==> src/rtl/execute_stage.sv <==
// Execute stage: operand forwarding, single-cycle ALU, branch resolution and a
// 16-step shift-add multiplier that stalls decode until its result is ready.
module execute_stage (
    input  logic        clock,
    input  logic        rst,
    input  logic [15:0] execute_pc,
    input  logic [15:0] execute_a,
    input  logic [15:0] execute_b,
    input  logic [15:0] execute_imm,
    input  logic [3:0]  execute_rd,
    input  logic        pcwrite_in,
    input  logic        mem2reg_in,
    input  logic        memwrite_in,
    input  logic        alusrc_in,
    input  logic [1:0]  aluin1_in,
    input  logic [1:0]  aluin2_in,
    input  logic [2:0]  alu_op,
    input  logic [15:0] em_fwd,
    input  logic [15:0] wb_fwd,
    output logic [15:0] mem_aluout,
    output logic [15:0] mem_b,
    output logic [3:0]  mem_rd,
    output logic        mem_mem2reg,
    output logic        mem_memwrite,
    output logic        branch_taken,
    output logic [15:0] branch_target,
    output logic        de_write
);

    localparam logic [1:0] S_IDLE = 2'd0;
    localparam logic [1:0] S_MUL  = 2'd1;
    localparam logic [1:0] S_DONE = 2'd2;

    localparam logic [2:0] OP_ADD = 3'b000;
    localparam logic [2:0] OP_SUB = 3'b001;
    localparam logic [2:0] OP_AND = 3'b010;
    localparam logic [2:0] OP_OR  = 3'b011;
    localparam logic [2:0] OP_SLL = 3'b100;
    localparam logic [2:0] OP_SRL = 3'b101;
    localparam logic [2:0] OP_MUL = 3'b110;
    localparam logic [2:0] OP_SLT = 3'b111;

    logic [1:0]  r_state;
    logic [3:0]  r_cnt;
    logic [15:0] r_acc;
    logic [15:0] r_mcand;
    logic [15:0] r_mplier;
    logic [15:0] r_store;
    logic [3:0]  r_rd;
    logic        r_mem2reg;
    logic        r_memwrite;

    logic [15:0] w_op1;
    logic [15:0] w_op2;
    logic [15:0] w_store;
    logic [15:0] w_alu;
    logic [15:0] w_final;
    logic        w_is_mul;
    logic        w_start;

    assign w_is_mul = (alu_op == OP_MUL);
    assign w_start  = (r_state == S_IDLE) && w_is_mul;

    // Operand and store-data selection from register file, forwarding paths or PC.
    always_comb begin
        // NOTE: every combinational output gets a default first so no path leaves it unassigned (no latch).
        w_op1   = execute_a;
        w_op2   = alusrc_in ? execute_imm : execute_b;
        w_store = execute_b;
        case (aluin1_in)
            2'b01:   w_op1 = em_fwd;
            2'b10:   w_op1 = wb_fwd;
            2'b11:   w_op1 = execute_pc;
            default: w_op1 = execute_a;
        endcase
        case (aluin2_in)
            2'b01:   begin w_op2 = em_fwd; w_store = em_fwd; end
            2'b10:   begin w_op2 = wb_fwd; w_store = wb_fwd; end
            2'b11:   w_op2 = 16'd2;
            default: w_op2 = alusrc_in ? execute_imm : execute_b;
        endcase
    end

    // Single-cycle ALU; MUL is handled by the sequencer so its slot here is unused.
    always_comb begin
        w_alu = 16'd0;
        case (alu_op)
            OP_ADD:  w_alu = w_op1 + w_op2;
            OP_SUB:  w_alu = w_op1 - w_op2;
            OP_AND:  w_alu = w_op1 & w_op2;
            OP_OR:   w_alu = w_op1 | w_op2;
            OP_SLL:  w_alu = w_op1 << w_op2[3:0];
            OP_SRL:  w_alu = w_op1 >> w_op2[3:0];
            OP_SLT:  w_alu = {15'd0, ($signed(w_op1) < $signed(w_op2))};
            default: w_alu = 16'd0;
        endcase
    end

    // The sixteenth partial product is folded into the DONE writeback.
    assign w_final = r_acc + (r_mplier[0] ? r_mcand : 16'd0);

    // A MUL never branches; the held instruction waits for the multiplier.
    assign branch_taken  = pcwrite_in && (w_op1 == w_op2) && (r_state == S_IDLE) && !w_is_mul;
    assign branch_target = execute_pc + execute_imm;
    assign de_write      = !rst || !(w_start || (r_state == S_MUL));

    // Multiplier sequencer: IDLE captures operands, MUL iterates, DONE hands back to IDLE.
    always_ff @(posedge clock or negedge rst) begin
        if (!rst) begin
            r_state    <= S_IDLE;
            r_cnt      <= 4'd0;
            r_acc      <= 16'd0;
            r_mcand    <= 16'd0;
            r_mplier   <= 16'd0;
            r_store    <= 16'd0;
            r_rd       <= 4'd0;
            r_mem2reg  <= 1'b0;
            r_memwrite <= 1'b0;
        end else begin
            // NOTE: sequential state uses non-blocking assignments so every register samples pre-edge values.
            case (r_state)
                S_IDLE: begin
                    if (w_is_mul) begin
                        r_mcand    <= w_op1;
                        r_mplier   <= w_op2;
                        r_store    <= w_store;
                        r_rd       <= execute_rd;
                        r_mem2reg  <= mem2reg_in;
                        r_memwrite <= memwrite_in;
                        r_acc      <= 16'd0;
                        r_cnt      <= 4'd0;
                        r_state    <= S_MUL;
                    end
                end
                S_MUL: begin
                    if (r_mplier[0]) r_acc <= r_acc + r_mcand;
                    r_mcand  <= r_mcand << 1;
                    r_mplier <= r_mplier >> 1;
                    r_cnt    <= r_cnt + 4'd1;
                    // Counter reaches 15 as we enter DONE, where the last step completes.
                    if (r_cnt == 4'd14) r_state <= S_DONE;
                end
                S_DONE:  r_state <= S_IDLE;
                default: r_state <= S_IDLE;
            endcase
        end
    end

    // EM pipeline register: multiply result, bubble while multiplying, else ALU result.
    always_ff @(posedge clock or negedge rst) begin
        if (!rst) begin
            mem_aluout   <= 16'd0;
            mem_b        <= 16'd0;
            mem_rd       <= 4'd0;
            mem_mem2reg  <= 1'b0;
            mem_memwrite <= 1'b0;
        end else if (r_state == S_DONE) begin
            mem_aluout   <= w_final;
            mem_b        <= r_store;
            mem_rd       <= r_rd;
            mem_mem2reg  <= r_mem2reg;
            mem_memwrite <= r_memwrite;
        end else if (w_start || (r_state == S_MUL)) begin
            mem_aluout   <= 16'd0;
            mem_b        <= 16'd0;
            mem_rd       <= 4'd0;
            mem_mem2reg  <= 1'b0;
            mem_memwrite <= 1'b0;
        end else begin
            mem_aluout   <= w_alu;
            mem_b        <= w_store;
            mem_rd       <= execute_rd;
            mem_mem2reg  <= mem2reg_in;
            mem_memwrite <= memwrite_in;
        end
    end

endmodule
==> config.mk <==
export PLATFORM = sky130hd
export DESIGN_NAME = execute_stage
export DESIGN_NICKNAME = d
export VERILOG_FILES = /design/src/rtl/execute_stage.sv
export SDC_FILE = /design/constraint.sdc
export NUM_CORES = 1
export LEC_CHECK = 0
export CORE_MARGIN = 8
export CORE_UTILIZATION = 40
export CTS_CLUSTER_DIAMETER = 100
export DETAILED_ROUTE_END_ITERATION = 8
export GPL_ROUTABILITY_DRIVEN = 0
export GPL_TIMING_DRIVEN = 0
export PLACE_DENSITY = 0.58
export SLEW_MARGIN = 20
export SYNTH_ARGS = -nofsm -noshare
export SYNTH_HDL_FRONTEND = slang
export SYNTH_SLANG_ARGS = --single-unit
==> constraint.sdc <==
create_clock -name clock -period 4.39 [get_ports clock]
set_input_delay 0.439 -clock clock [delete_from_list [all_inputs] [get_ports clock]]
set_output_delay 0.439 -clock clock [all_outputs]
set_load 0.005 [all_outputs]
# Yosys cells after proc, flatten, opt, wreduce, memory -nomap -nowiden
# Cells that the tools add are included.
[totals]
output_inout_bits = 56
in_bits = 113
ff_bits = 114
[classes]
bitwise_logic = 2
n_addsub = 6
eq_ne = 20
reduce_logical = 16
muxes = 28
n_lt_le_gt_ge = 1
shift = 2
[op_table]
columns = ["op", "count"]
rows = [
  ["$mux W16", 10],
  ["$pmux W16 S2", 4],
  ["$pmux W16 S7", 1],
  ["$pmux W16 S3", 2],
  ["$add A16 B16 Y16", 4],
  ["$and A16 B16 Y16", 1],
  ["$eq A16 B16 Y1", 1],
  ["$lt A16 B16 Y1", 1],
  ["$or A16 B16 Y16", 1],
  ["$shl A16 B4 Y16", 1],
  ["$shr A16 B4 Y16", 1],
  ["$sub A16 B16 Y16", 1],
  ["$eq A3 B3 Y1 const B", 4],
  ["$mux W4", 3],
  ["$eq A2 B2 Y1 const B", 5],
  ["$pmux W4 S2", 1],
  ["$eq A2 B1 Y1 const B", 3],
  ["$eq A3 B2 Y1 const B", 2],
  ["$reduce_and A2 Y1", 3],
  ["$add A4 B1 Y4 const B", 1],
  ["$eq A4 B4 Y1 const B", 1],
  ["$logic_and A1 B1 Y1", 4],
  ["$mux W1", 4],
  ["$mux W2", 2],
  ["other kinds (10)", 14],
]

# Logic depth before layout (Yosys ltp)
# Gate-level depths: netlist of the first run.
[logic_depth]
depth_word = 6
mapped_depth = 18
ltp_nobuf = 16

# Worst setup path after synthesis of the first run
# OpenSTA, ideal clock, no wires.
[synth_timing]
path_type = "input-to-reg"
startpoint = "in aluin2_in[0]"
endpoint = "reg mem_aluout[0]"
setup_slack_ns = 0.468
t_arrival_ns = 3.845
n_path_buf = 2
stages = 17
required_ns = 4.314
setup_time_ns = 0.076
cell_sequence = "inv_1 ha_1 buf_2 mux2i_4 clkbuf_1 ha_1 inv_1 fa_1 a211oi_1 o31ai_1 o31ai_1 o22ai_1 o41ai_2 o31ai_1 a2111oi_0 nor4_1 o21ai_1"
[synth_via]
elab_chain_len = 6
[synth_lines]
columns = ["element", "line", "rtl"]
rows = [
  ["start, declared", "16", "input logic [1:0] aluin2_in,"],
  ["$eq A2 B2 Y1 or $eq A2 B1 Y1 (tied branches)", "76", "case (aluin2_in)"],
  ["$pmux W16 S3 *", "76", ""],
  ["$sub A16 B16 Y16 (tied with other cells)", "89", "OP_SUB: w_alu = w_op1 - w_op2;"],
  ["$pmux W16 S7 *", "87", "case (alu_op)"],
  ["$mux W16 *", "163", "end else if (w_start || (r_state == S_MUL)) begin"],
  ["$mux W16 *", "157", "end else if (r_state == S_DONE) begin"],
  ["end signal, assigned", "158", "mem_aluout <= w_final;"],
  ["end signal, assigned", "170", "mem_aluout <= w_alu;"],
  ["end, declared", "20", "output logic [15:0] mem_aluout,"],
]
# Every way passes the cells marked *; elsewhere a longest branch is shown, timed or not.
# A chain may end at the register's enable or synchronous reset.

# Final worst setup path of the first run
[layout_timing]
startpoint = "in execute_pc[0]"
endpoint = "reg mem_aluout[0]"
[layout_via]
elab_chain_len = 5
[layout_lines]
columns = ["element", "line", "rtl"]
rows = [
  ["start, declared", "6", "input logic [15:0] execute_pc,"],
  ["$pmux W16 S3 *", "70", "case (aluin1_in)"],
  ["$sub A16 B16 Y16 (tied with other cells)", "89", ""],
  ["$pmux W16 S7 *", "87", ""],
  ["$mux W16 *", "163", ""],
  ["$mux W16 *", "157", ""],
]
# Marks and branches as above.

==> impl_results.md, run 1 <==
- Cell family contributing the most delay on the critical path: compound AO/OA/AOI/OAI gates
- Routed via count divided by cell count: 5.93
- Proportion of power drawn by the clock network: 0.183
- Syn_area_per_cell: 8.07 um^2
- Cell taking the most area after synthesis: sky130_fd_sc_hd__dfrtp_1
- Flops & latches, synth: 114
- Share of power burned in combinational logic: 0.574
- Largest net degree at the start of global routing: 69
- Slew headroom: 0.351
- Cell chosen for the clock root: sky130_fd_sc_hd__clkbuf_16
- Number of DRC markers in iteration 0: around 1100
- Wire length of the first global-routing pass: 65.7 mm
- Final Slew Violations: 0
- Slowest CP cell: sky130_fd_sc_hd__mux4_2
- Number of enable flip-flop cells after synthesis: 0
- Net Count, Synth: 1597
- Top-area cell type share of the netlist area: 0.258
- Arrival time reported for the critical path endpoint: 4.67 ns
- CP peak stage delay: 0.65 ns
- Worst Setup Start Kind: primary input
- Largest cells by area after synthesis: sky130_fd_sc_hd__dfrtp_1, sky130_fd_sc_hd__ha_1, sky130_fd_sc_hd__nand2_1
- Clock-pin transition on the worst setup and hold timing paths: 0.06 ns
- Net total in the final layout: between 1500 and 2000
- WHS Endpoint: mem_b[14]
- CTS Sinks: between 100 and 150
- Path class of the lowest-slack min-delay path: reg -> reg
- Number of buffer and inverter instances along the worst setup path: 4
- I/O pin count: 169
- CTS buffer count: 17
- Worst r2r dst: mem_aluout[15]
- Design internal power: a little over 0.004 W
- Hold Slack: 0.477 ns
- TritonRoute pass-1 iters: 5
- Total leakage power: 6.13 nW
- Clock latency on the worst-skew pair: 0.43 ns
- Antenna violations before repair: 0
- Hold depth: 2
- Cells on worst reg2reg path: 13
- Overall Power: 0.00749 W
- Period Utilization, post-route: 0.991
- Final hold viol count: 0
- Fmax achieved: 230 MHz
- Switching part of the total: 0.445
- Share of total power in sequential cells: 0.243
- Routed len/inst: 22.3 um
- Final critical path time including I/O delays and setup: 4.35 ns
- Fraction of layout cells with a size suffix above 1: 0.0989
- Total number of vias: 11400
- Std-Cell Rows: 61
- Area of the die: 33200 um^2
- Vias in the first global route: ~11000
- Total number of H-tree levels: 4
- Most frequently used cell type in the post-synthesis netlist: sky130_fd_sc_hd__nand2_1
- Setup slack on the worst flop-to-flop path: 1.21 ns
- Synthesized instance count: 1370
- Overall routed net length: between 40 and 50 mm
- Launch point of the worst reg-to-reg path: r_mplier[0]
- Main flop type after synthesis: sky130_fd_sc_hd__dfrtp_1
- Die W: 182 um
- Post-detailed-route DRC marker count: 0
- Worst Path Class, Setup: in -> reg
- Worst setup EP type: flop
- Critical Path Most Common Cell: sky130_fd_sc_hd__o31ai_2
- Maximum vdd drop: 356 uV
- Number of buffer cells added on primary ports: 164
- Layout-stage area growth over the synthesis result: 27.8%
- Total overflow reported by the global router: 0
- Effective utilization at floorplan: 0.402
- Largest fanout on the critical path: 5
- Psw: 0.00333 W
- Vert. Die Dim: about 180 um
- Result of the run: finished, final reports clean
- Diode count: 0
- Leading post-synthesis cells by instance count: sky130_fd_sc_hd__nand2_1, sky130_fd_sc_hd__nor2_1, sky130_fd_sc_hd__dfrtp_1, sky130_fd_sc_hd__o21ai_0, sky130_fd_sc_hd__ha_1
- Number of violations of the max-capacitance limit: 0
- Sequential fraction of the synthesis area: 0.258
- TritonCTS clock tree: built
- Number of filler cells placed in the layout: 2683
- Critical Path, Cell by Cell: clkdlybuf4s50_1 > mux4_2 > clkinvlp_4 > ha_2 > inv_1 > fa_2 > a211oi_2 > o31ai_2 > o31ai_2 > buf_4 > o22ai_2 > o41ai_2 > o31ai_2 > a2111oi_4 > nor4_2 > o21ai_1
- Fin Clk Skew: 0.00843 ns
- Warning count from the yosys run: 0
- Antenna Violating Nets Remaining: 0
- Async set or reset register ratio after synthesis: 1.00
- Data required time at the worst endpoint: 4.71 ns
- Cell variety after synth: 74
- Floorplan Core Area: 27500 um^2
- Overall global routing resource usage: 0.254
- Startpoint of the tightest hold check path: r_store[14]
- Synth Cell Area: 11100 um^2
- Detail Placement HPWL: 34.4 mm
- Clock Tree Buf Depth: 2
- Power density of the placed cells: 530 nW/um^2
- Final setup viols: 0
- Least-Margin Pin Slew: 0.965 ns
- Final sum of negative setup slack: 0 ns
flip-flops by register name, indices dropped and copies added, names as in the netlist:
name / flops
mem_b: 16
r_memwrite: 1
r_mem2reg: 1
r_state: 2
r_rd: 4
r_acc: 16
r_cnt: 4
mem_aluout: 16
mem_memwrite: 1
r_mplier: 16
mem_mem2reg: 1
mem_rd: 4
r_mcand: 16
r_store: 16
stage by stage:
step	util	instances	setup slack, ns	cell area [um^2]
CTS	0.508	1914	-0.00666	14000
floorplan	-	1370	0.468	11100
finish	0.514	1923	0.0414	14100
global route	0.514	1923	-0.0557	14100
detailed placement	0.479	1881	-1.71	13200
global placement	0.478	1880	-1.94	13100
power groups by stage:
stage	Combinational, W	Sequential (W)	Clock, W
after CTS	0.00425	0.00182	0.00138
after floorplan	0.00288	0.00173	0
after global routing	0.00475	0.00187	0.00143
after detailed placement	0.00418	0.00183	0
final	0.00430	0.00182	0.00137
after global placement	0.00415	0.00183	0
worst max path at each step:
stage / startpoint / end / depth (start not counted)
2_1_floorplan: aluin2_in[0] / mem_aluout[0] / 17
3_3_place_gp: aluin2_in[0] / mem_aluout[0] / 19
3_5_place_dp: aluin2_in[0] / mem_aluout[0] / 19
4_1_cts: aluin2_in[0] / mem_aluout[0] / 18
5_1_grt: aluin2_in[0] / mem_aluout[0] / 19
6_report: execute_pc[0] / mem_aluout[0] / 16
placed cells by master, fill, tap and decap left out, drive strengths merged, types with 4 or more instances in the layout:
cell and count:
nor3 24, mux2i 67, clkdlybuf4s50 162, a21o 12, inv 70, o22ai 21, o32ai 8, o21ai 126
a211oi 19, nor2b 14, nand3 39, mux2 5, o21a 7, mux4 18, and3 5, o211ai 6
a21oi 68, o31ai 25, a31oi 40, buf 40, fa 5, or3 5, and2 18, nand4 4
nand2b 8, nor4 6, clkinv 8, xor2 22, xnor2 36, o21bai 12, a22oi 26, nor2 115
ha 109, nand2 204, clkbuf 72, dfrtp 114
cell type report:
| type | count | area [um^2] | area share |
|---|---|---|---|
| multi-input combinational | 1105 | 7840 | 0.554 |
| sequential | 114 | 2850 | 0.202 |
| inverter | 67 | 259 | 0.0183 |
| tap | 346 | 433 | 0.0306 |
| buffer | 81 | 405 | 0.0287 |
| timing repair buffer | 178 | 1770 | 0.125 |
| clock inverter | 15 | 151 | 0.0107 |
| clock buffer | 17 | 425 | 0.0301 |
cells by family (layout without fill, tap and decap cells):
family / Yosys count / in the layout / share of synthesized area
flip-flops: 114 / 114 / 0.258
buffers and inverters: 151 / 358 / 0.0566
adder cells (fa/ha/maj): 114 / 114 / 0.132
multiplexers: 90 / 90 / 0.105
AO/OA/AOI/OAI: 394 / 394 / 0.225
AND/OR/NAND/NOR: 449 / 449 / 0.177
XOR/XNOR: 58 / 58 / 0.0460
layer usage:
| metal | track usage | share of wire | up-vias |
|---|---|---|---|
| li1 | - | - | 5282 |
| met1 | 0.311 | 0.41 | 5438 |
| met2 | 0.415 | 0.46 | 577 |
| met3 | 0.0752 | 0.099 | 97 |
| met4 | 0.0997 | 0.037 | 0 |
| met5 | 0 | 0 | - |
timing repair:
item,in CTS,in global routing
pin swaps,2,11
setup endpoints to repair,16,11
hold buffers,1,0
setup buffers,2,10
gates resized for setup,46,30
endpoints found under the hold margin,47,0
worst register-to-register path, delay by kind of cell (launching register included):
| family | cells | cell delay [ns] |
|---|---|---|
| compound gates | 7 | 1.55 |
| buf+inv | 2 | 0.47 |
| flops | 1 | 0.36 |
| simple gates | 2 | 0.25 |
| fa+ha+maj | 1 | 0.23 |
| xor+xnor | 1 | 0.18 |
(Power assumes the default switching activity.)
==> inputs of run 2 (changes only) <==
ABC_AREA = 1   (was unset)
==> impl_results.md, run 2 <==
- Period Utilization, post-route: 0.968 (-0.0227)
- Area fraction in compound gates after synthesis: 0.204 (-0.0203)
- Overall Power: 0.00683 W (-8.8%)
- Post-detailed-route DRC marker count: 0 (unchanged)
- Cell family contributing the most delay on the critical path: buffers and inverters
- Critical Path Most Common Cell: sky130_fd_sc_hd__inv_1
- Antenna Violating Nets Remaining: 0 (unchanged)
- Total instance count after detailed placement: 2346 (+25%)
- Setup Slack @ Placement: -0.445 ns (+1.26 ns)
- Number of enable flip-flop cells after synthesis: 0 (unchanged)
- Antenna violations before repair: 5 (+5)
- Sequential fraction of the synthesis area: 0.244 (-0.0141)
- Overall global routing resource usage: 0.253 (-0.000928)
- Setup slack of the critical path after layout: 0.141 ns (+0.0996 ns)
- Total number of vias: 13100 (+15%)
- Vert. Die Dim: 187 um (+2.6%)
- Largest family of logic cells by synthesized area: simple AND/OR/NAND/NOR gates
- Proportion of power drawn by the clock network: 0.207 (+0.024)
- Area of the die: 35000 um^2 (+5.2%)
- Least-Margin Pin Slew: 0.950 ns (-0.0149 ns)
- Total overflow reported by the global router: 0 (unchanged)
- Clock latency on the worst-skew pair: 0.42 ns (about the same)
- Post-route non-filler standard cell count: 2376 (+24%)
- Routed via count divided by cell count: 5.50 (-7.2%)
- Overall routed net length: 45.2 mm (+5.3%)
- Path class of the lowest-slack min-delay path: in -> async
- Std-Cell Rows: 62 (+1.6%)
- Arithmetic-cell share of the synthesized area counting full adders, half adders and majority gates: 0.125 (-0.00722)
- Switching part of the total: 0.447 (+0.00230)
- Setup slack on the worst flop-to-flop path: 1.50 ns (+0.29 ns)
- Total number of H-tree levels: 4 (unchanged)
- Crit path launch: aluin2_in[0]
- Final hold viol count: 3 (+3)
- Net total in the final layout: 2205 (+23%)
- Psw: 0.00305 W (-8.3%)
- Syn_area_per_cell: 6.51 um^2 (-19%)
- Met3 routed wirelength: 3.26 mm (-23%)
- Worst Path Class, Setup: in -> out
- Launch point of the worst reg-to-reg path: r_mplier[0]
- Synthesized instance count: 1795 (+31%)
- Final critical path time including I/O delays and setup: 4.25 ns (-0.0996 ns)
- Cell chosen for the clock root: sky130_fd_sc_hd__clkbuf_16
- Critical Path, Cell by Cell: clkdlybuf4s50_1 > inv_1 > ha_1 > clkbuf_2 > buf_2 > nand2_1 > o21ai_0 > o21ai_2 > inv_1 > ha_1 > inv_2 > nand3_1 > inv_1 > nand2_1 > nor3_1 > clkdlybuf4s50_1
- Worst r2r dst: mem_aluout[12]
- Maximum vdd drop: 259 uV (-27%)
- Worst Setup Start Kind: primary input
- Main flop type after synthesis: sky130_fd_sc_hd__dfrtp_1
- Crit. path cell count: 16 (unchanged)
- Net Count, Synth: 2022 (+27%)
- Async set or reset register ratio after synthesis: 1.00 (unchanged)
- Cell variety after synth: 49 (-34%)
- Violations in the final reports: negative hold slack
- Metal2 WL: 21.2 mm (+7.8%)
- Share of total power in sequential cells: 0.262 (+0.019)
- Cell taking the most area after synthesis: sky130_fd_sc_hd__dfrtp_1
- Number of DRC markers in iteration 0: 1469 (+32%)
- Met1 WL: 19.4 mm (+11%)
- Leading post-synthesis cells by instance count: sky130_fd_sc_hd__nand2_1, sky130_fd_sc_hd__inv_1, sky130_fd_sc_hd__o21ai_0, sky130_fd_sc_hd__nand3_1, sky130_fd_sc_hd__a21oi_1
- Detail Placement HPWL: 37.1 mm (+7.8%)
- Final instance area: 14500 um^2 (+2.8%)
- Effective utilization at floorplan: 0.406 (+0.00391)
- Flops & latches, synth: 114 (unchanged)
- TritonRoute pass-1 iters: 6 (+1)
- Most common library cell in the layout ignoring fill and taps: sky130_fd_sc_hd__nand2_1
- Die W: 187 um (+2.6%)
- Unrepaired setup endpoints after global routing: yes
- Data required time at the worst endpoint: 3.95 ns (-0.76 ns)
- Warning count from the yosys run: 0 (unchanged)
- Slew headroom: 0.363 (+0.0119)
- Number of buffer and inverter instances along the worst setup path: 8 (+4)
- CTS Sinks: 114 (unchanged)
- Top-area cell type share of the netlist area: 0.244 (-0.0141)
- Clock Tree Buf Depth: 2 (unchanged)
- Layout-stage area growth over the synthesis result: 24.3%
- Cells on worst reg2reg path: 13 (unchanged)
- Hold Slack: -0.00492 ns (-0.482 ns)
- CTS buffer count: 17 (unchanged)
- Mux contribution to synthesized area: 0 (-0.105)
- Xor/xnor cell area share of the yosys netlist: 0.0210 (-0.0250)
- Simple-gate share of the synthesized area: 0.303 (+0.126)
- Result of the run: finished with violations
- Largest cells by area after synthesis: sky130_fd_sc_hd__dfrtp_1, sky130_fd_sc_hd__nand2_1, sky130_fd_sc_hd__ha_1
- CP peak stage delay: 0.54 ns (-0.11 ns)
- Floorplan Core Area: 28800 um^2 (+4.7%)
- Fmax achieved: 235 MHz (+2.3%)
- Largest fanout on the critical path: 10 (+5)
- Vias in the first global route: 12600 (+11%)
- I/O pin count: 169 (unchanged)
- Final setup viols: 0 (unchanged)
- Wire length of the first global-routing pass: 70.6 mm (+7.5%)
- Synth Cell Area: 11700 um^2 (+5.8%)
- Routed len/inst: 19.0 um (-15%)
- Most frequently used cell type in the post-synthesis netlist: sky130_fd_sc_hd__nand2_1
- Number of violations of the max-capacitance limit: 0 (unchanged)
- Cts-stage hold buffer count: 0 (-1)
- Final Slew Violations: 0 (unchanged)
- TritonCTS clock tree: built
- Highest layer used for signal routing: met5
- Fin Clk Skew: 0.00962 ns (+0.00119 ns)
- Clock-pin transition on the worst setup and hold timing paths: 0.06 ns (about the same)
- Arrival time reported for the critical path endpoint: 3.81 ns (-0.86 ns)
- Share of power burned in combinational logic: 0.531 (-0.043)
- Total leakage power: 7.26 nW (+18%)
- Slowest CP cell: sky130_fd_sc_hd__clkdlybuf4s50_1
- Commonest cells after routing, fill and taps aside: sky130_fd_sc_hd__nand2_1, sky130_fd_sc_hd__inv_1, sky130_fd_sc_hd__nand3_1, sky130_fd_sc_hd__o21ai_0, sky130_fd_sc_hd__clkdlybuf4s50_1
- Number of buffer cells added on primary ports: 166 (+1.2%)
- Worst setup EP type: output port
- Largest net degree at the start of global routing: 61 (-12%)
- Post-Place Cell Area: 13900 um^2 (+5.3%)
- Fraction of layout cells with a size suffix above 1: 0.0714 (-0.0276)
- Power density of the placed cells: 470 nW/um^2 (-11%)
- Design internal power: 0.00378 W (-9.2%)
## run 2: cell count changes after synthesis, sizes merged, moves of 21 or more
cell | previous run | this run
nand2 | 204 | 482
inv | 65 | 217
nand3 | 39 | 172
a21oi | 68 | 140
o21ai | 126 | 196
mux2i | 67 | 0
a31oi | 40 | 5
a22oi | 26 | 0
xnor2 | 36 | 12
clkbuf | 59 | 38
## run 2: cell families (layout without fill, tap and decap cells)
family	after synthesis	count (layout)
other cells	0	2
xor+xnor	28	28
compound gates	429	429
buf+inv	291	486
fa+ha+maj	114	114
simple gates	819	819
flops	114	114
## run 2: worst reg2reg max path: stages (launching register included)
cell                       delay (ns)
sky130_fd_sc_hd__dfrtp_1         0.31
sky130_fd_sc_hd__clkbuf_1        0.32
sky130_fd_sc_hd__clkbuf_1        0.36
sky130_fd_sc_hd__nand2_1         0.11
sky130_fd_sc_hd__inv_1           0.07
sky130_fd_sc_hd__ha_1            0.28
sky130_fd_sc_hd__a21o_1          0.18
sky130_fd_sc_hd__a21oi_1         0.24
sky130_fd_sc_hd__o21ai_0         0.18
sky130_fd_sc_hd__a21boi_0        0.30
sky130_fd_sc_hd__o21ai_0         0.15
sky130_fd_sc_hd__a21oi_1         0.14
sky130_fd_sc_hd__o21ai_0         0.10
sky130_fd_sc_hd__nand2_1         0.07
## run 2: how the worst max path moves through the flow
stage	to	slack, ns
6_report	branch_taken	0.14
4_1_cts	branch_taken	0.01
2_1_floorplan	mem_aluout[13]	1.27
3_5_place_dp	branch_taken	-0.44
3_3_place_gp	de_write	-2.15
5_1_grt	branch_taken	-0.03
## run 2: stage by stage
| step | utilization | TNS, ns |
|---|---|---|
| floorplan | - | 0 |
| global placement | 0.481 | -199.95 |
| detailed placement | 0.482 | -2.61 |
| CTS | 0.504 | 0 |
| global route | 0.505 | -0.0250 |
| finish | 0.505 | 0 |
## run 2: final cells by class
cell class                      count  area, um^2
Clock inverter                     12         159
Multi-Input combinational cell   1390        7700
Inverter                          218         821
Buffer                             69         377
Antenna cell                        2        5.00
Timing Repair Buffer              168        1700
Clock buffer                       19         443
Fill cell                        2977       14200
Sequential cell                   114        2850
Tap cell                          384         480
## run 2: timing repair
action	4_1_cts	5_1_grt
pin swaps	0	1
setup buffers	0	1
setup endpoints to repair	1	2
resized for setup	17	12
## run 2: power groups by stage
stage / clock [W] / combinational [W] / sequential, W
floorplan: 0 / 0.00238 / 0.00170
global placement: 0 / 0.00353 / 0.00179
detailed placement: 0 / 0.00357 / 0.00180
CTS: 0.00143 / 0.00360 / 0.00178
global route: 0.00148 / 0.00409 / 0.00184
finish: 0.00141 / 0.00363 / 0.00179
## run 2: routing by layer
metal | GRT usage | up-vias
met1 | 0.320 | 6069
li1 | - | 6346
met3 | 0.0501 | 96
met2 | 0.424 | 544
met4 | 0.0886 | 6
met5 | 0 | -
==> inputs of run 3 (changes only) <==
CTS_BUF_LIST = sky130_fd_sc_hd__clkbuf_4 sky130_fd_sc_hd__clkbuf_8 sky130_fd_sc_hd__clkbuf_16   (was unset)
==> impl_results.md, run 3 (same netlist as run 2, synthesis figures left out) <==
- Result of the run: finished with violations
- Violations in the final reports: negative hold slack
- Overall routed net length: 45.3 mm (+0.26%)
- Slew headroom: 0.360 (-0.00300)
- Antenna violations before repair: 5 (unchanged)
- Std-Cell Rows: 62 (unchanged)
- Post-detailed-route DRC marker count: 0 (unchanged)
- Largest net degree at the start of global routing: 61 (unchanged)
- Number of buffer cells added on primary ports: 166 (unchanged)
- CTS Sinks: 114 (unchanged)
- Worst Setup Start Kind: primary input
- Clock Tree Buf Depth: 2 (unchanged)
- Routed via count divided by cell count: 5.47 (-0.50%)
- Fraction of layout cells with a size suffix above 1: 0.0719 (+0.000503)
- Final setup viols: 0 (unchanged)
- Final Slew Violations: 0 (unchanged)
- Path class of the lowest-slack min-delay path: in -> async
- Most common library cell in the layout ignoring fill and taps: sky130_fd_sc_hd__nand2_1
- Setup slack of the critical path after layout: 0.126 ns (-0.0151 ns)
- Vias in the first global route: 12700 (+0.20%)
- Post-Place Cell Area: 13900 um^2 (unchanged)
- Routed len/inst: 19.1 um (+0.26%)
- Fmax achieved: 235 MHz (-0.35%)
- Clock latency on the worst-skew pair: 0.43 ns (about the same)
- Layout-stage area growth over the synthesis result: 24.3% (about the same)
- Least-Margin Pin Slew: 0.954 ns (+0.00447 ns)
- Cell chosen for the clock root: sky130_fd_sc_hd__clkbuf_16
- Total number of vias: 13000 (-0.50%)
- TritonCTS clock tree: built
- Period Utilization, post-route: 0.971 (+0.00344)
- Wire length of the first global-routing pass: 70.7 mm (+0.13%)
- Largest fanout on the critical path: 10 (unchanged)
- Data required time at the worst endpoint: 3.95 ns (about the same)
- Worst Path Class, Setup: in -> out
- Final instance area: 14500 um^2 (about the same)
- Net total in the final layout: 2205 (unchanged)
- Hold Slack: -0.00631 ns (-0.00139 ns)
- Overall global routing resource usage: 0.254 (+0.000396)
- Area of the die: 35000 um^2 (unchanged)
- CP peak stage delay: 0.54 ns (about the same)
- I/O pin count: 169 (unchanged)
- Clock-pin transition on the worst setup and hold timing paths: 0.06 ns (about the same)
- Total number of H-tree levels: 4 (unchanged)
- Maximum vdd drop: 262 uV (+1.1%)
- Detail Placement HPWL: 37.1 mm (unchanged)
- Final critical path time including I/O delays and setup: 4.26 ns (+0.0151 ns)
- Total leakage power: 7.26 nW (about the same)
- Number of DRC markers in iteration 0: 1337 (-9.0%)
- Number of violations of the max-capacitance limit: 0 (unchanged)
- Commonest cells after routing, fill and taps aside: sky130_fd_sc_hd__nand2_1, sky130_fd_sc_hd__inv_1, sky130_fd_sc_hd__nand3_1, sky130_fd_sc_hd__o21ai_0, sky130_fd_sc_hd__clkdlybuf4s50_1
- Unrepaired setup endpoints after global routing: yes
- Vert. Die Dim: 187 um (unchanged)
- Antenna Violating Nets Remaining: 0 (unchanged)
- Floorplan Core Area: 28800 um^2 (unchanged)
- CTS buffer count: 17 (unchanged)
- Final hold viol count: 3 (unchanged)
- Final core occ: 0.505 (about the same)
- TritonRoute pass-1 iters: 5 (-1)
- Setup Slack @ Placement: -0.445 ns (unchanged)
- Arrival time reported for the critical path endpoint: 3.83 ns (+0.02 ns)
- Effective utilization at floorplan: 0.406 (unchanged)
- Critical Path Most Common Cell: sky130_fd_sc_hd__inv_1
- Power density of the placed cells: 471 nW/um^2 (+0.15%)
- Fin Clk Skew: 0.00809 ns (-0.00153 ns)
- Final sum of negative setup slack: 0 ns (unchanged)
- Slowest CP cell: sky130_fd_sc_hd__clkdlybuf4s50_1
- Total overflow reported by the global router: 0 (unchanged)
- Die W: 187 um (unchanged)
- Critical Path, Cell by Cell: clkdlybuf4s50_1 > inv_1 > ha_1 > clkbuf_2 > buf_2 > nand2_1 > o21ai_0 > o21ai_2 > inv_1 > ha_1 > inv_2 > nand3_1 > inv_1 > nand2_1 > nor3_1 > clkdlybuf4s50_1
- Worst setup EP type: output port
-- run 3: changes by cell type in the layout (fill, tap and decap cells not counted) --
cell	before	now
sky130_fd_sc_hd__clkbuf_1	31	30
sky130_fd_sc_hd__clkbuf_4	3	4
-- run 3: metrics by stage --
step	cells	power [W]
CTS	2375	0.00682
detailed placement	2346	0.00537
finish	2376	0.00684
global placement	2345	0.00532
floorplan	1795	0.00408
global route	2376	0.00741
-- run 3: worst max-delay path, delay by kind of cell --
family	cells	cell delay [ns]
AO/OA/AOI/OAI	2	0.44
adder cells (fa/ha/maj)	2	0.61
AND/OR/NAND/NOR	4	0.42
buffers and inverters	8	1.90
-- run 3: routing by layer --
metal	part of all wire	routed length (um)	GRT usage
met2	0.47	21100	0.424
met3	0.069	3110	0.0507
met4	0.030	1350	0.0886
met5	0.00090	41	0
met1	0.44	19700	0.321
-- run 3: path summary, 6_finish.rpt --
path                                    from             end  slack, ns  cells after the start
worst max-delay path            aluin2_in[0]    branch_taken       0.13                     16
worst min-delay path                     rst     mem_mem2reg     -0.006                      1
worst max register to register   r_mplier[0]  mem_aluout[12]       1.50                     13
worst min register to register       r_rd[3]       mem_rd[3]       0.48                      2
max in group asynchronous                rst      r_mcand[2]       3.71                      2
min in group clock                   r_rd[3]       mem_rd[3]       0.48                      2
-- run 3: what timing repair did --
action                                  CTS  global route
setup buffers                             0             1
gates resized for setup                  17            12
endpoints found under the setup margin    1             2
pin swaps                                 0             1
hold buffers                              0             0
-- run 3: cell type report --
class                      count  area (um^2)
antenna                        2         5.00
buffer                        69          377
clock buffer                  19          447
clock inverter                12          159
fill                        2977        14200
inverter                     218          821
multi-input combinational   1390         7700
sequential                   114         2850
tap                          384          480
timing repair buffer         168         1700
-- run 3: power breakdown --
group	switching (W)	leakage (nW)	internal [W]
Sequential	0.000308	1.45	0.00148
Clock	0.000508	0.281	0.000910
Combinational	0.00224	5.53	0.00139
Total	0.00306	7.26	0.00378
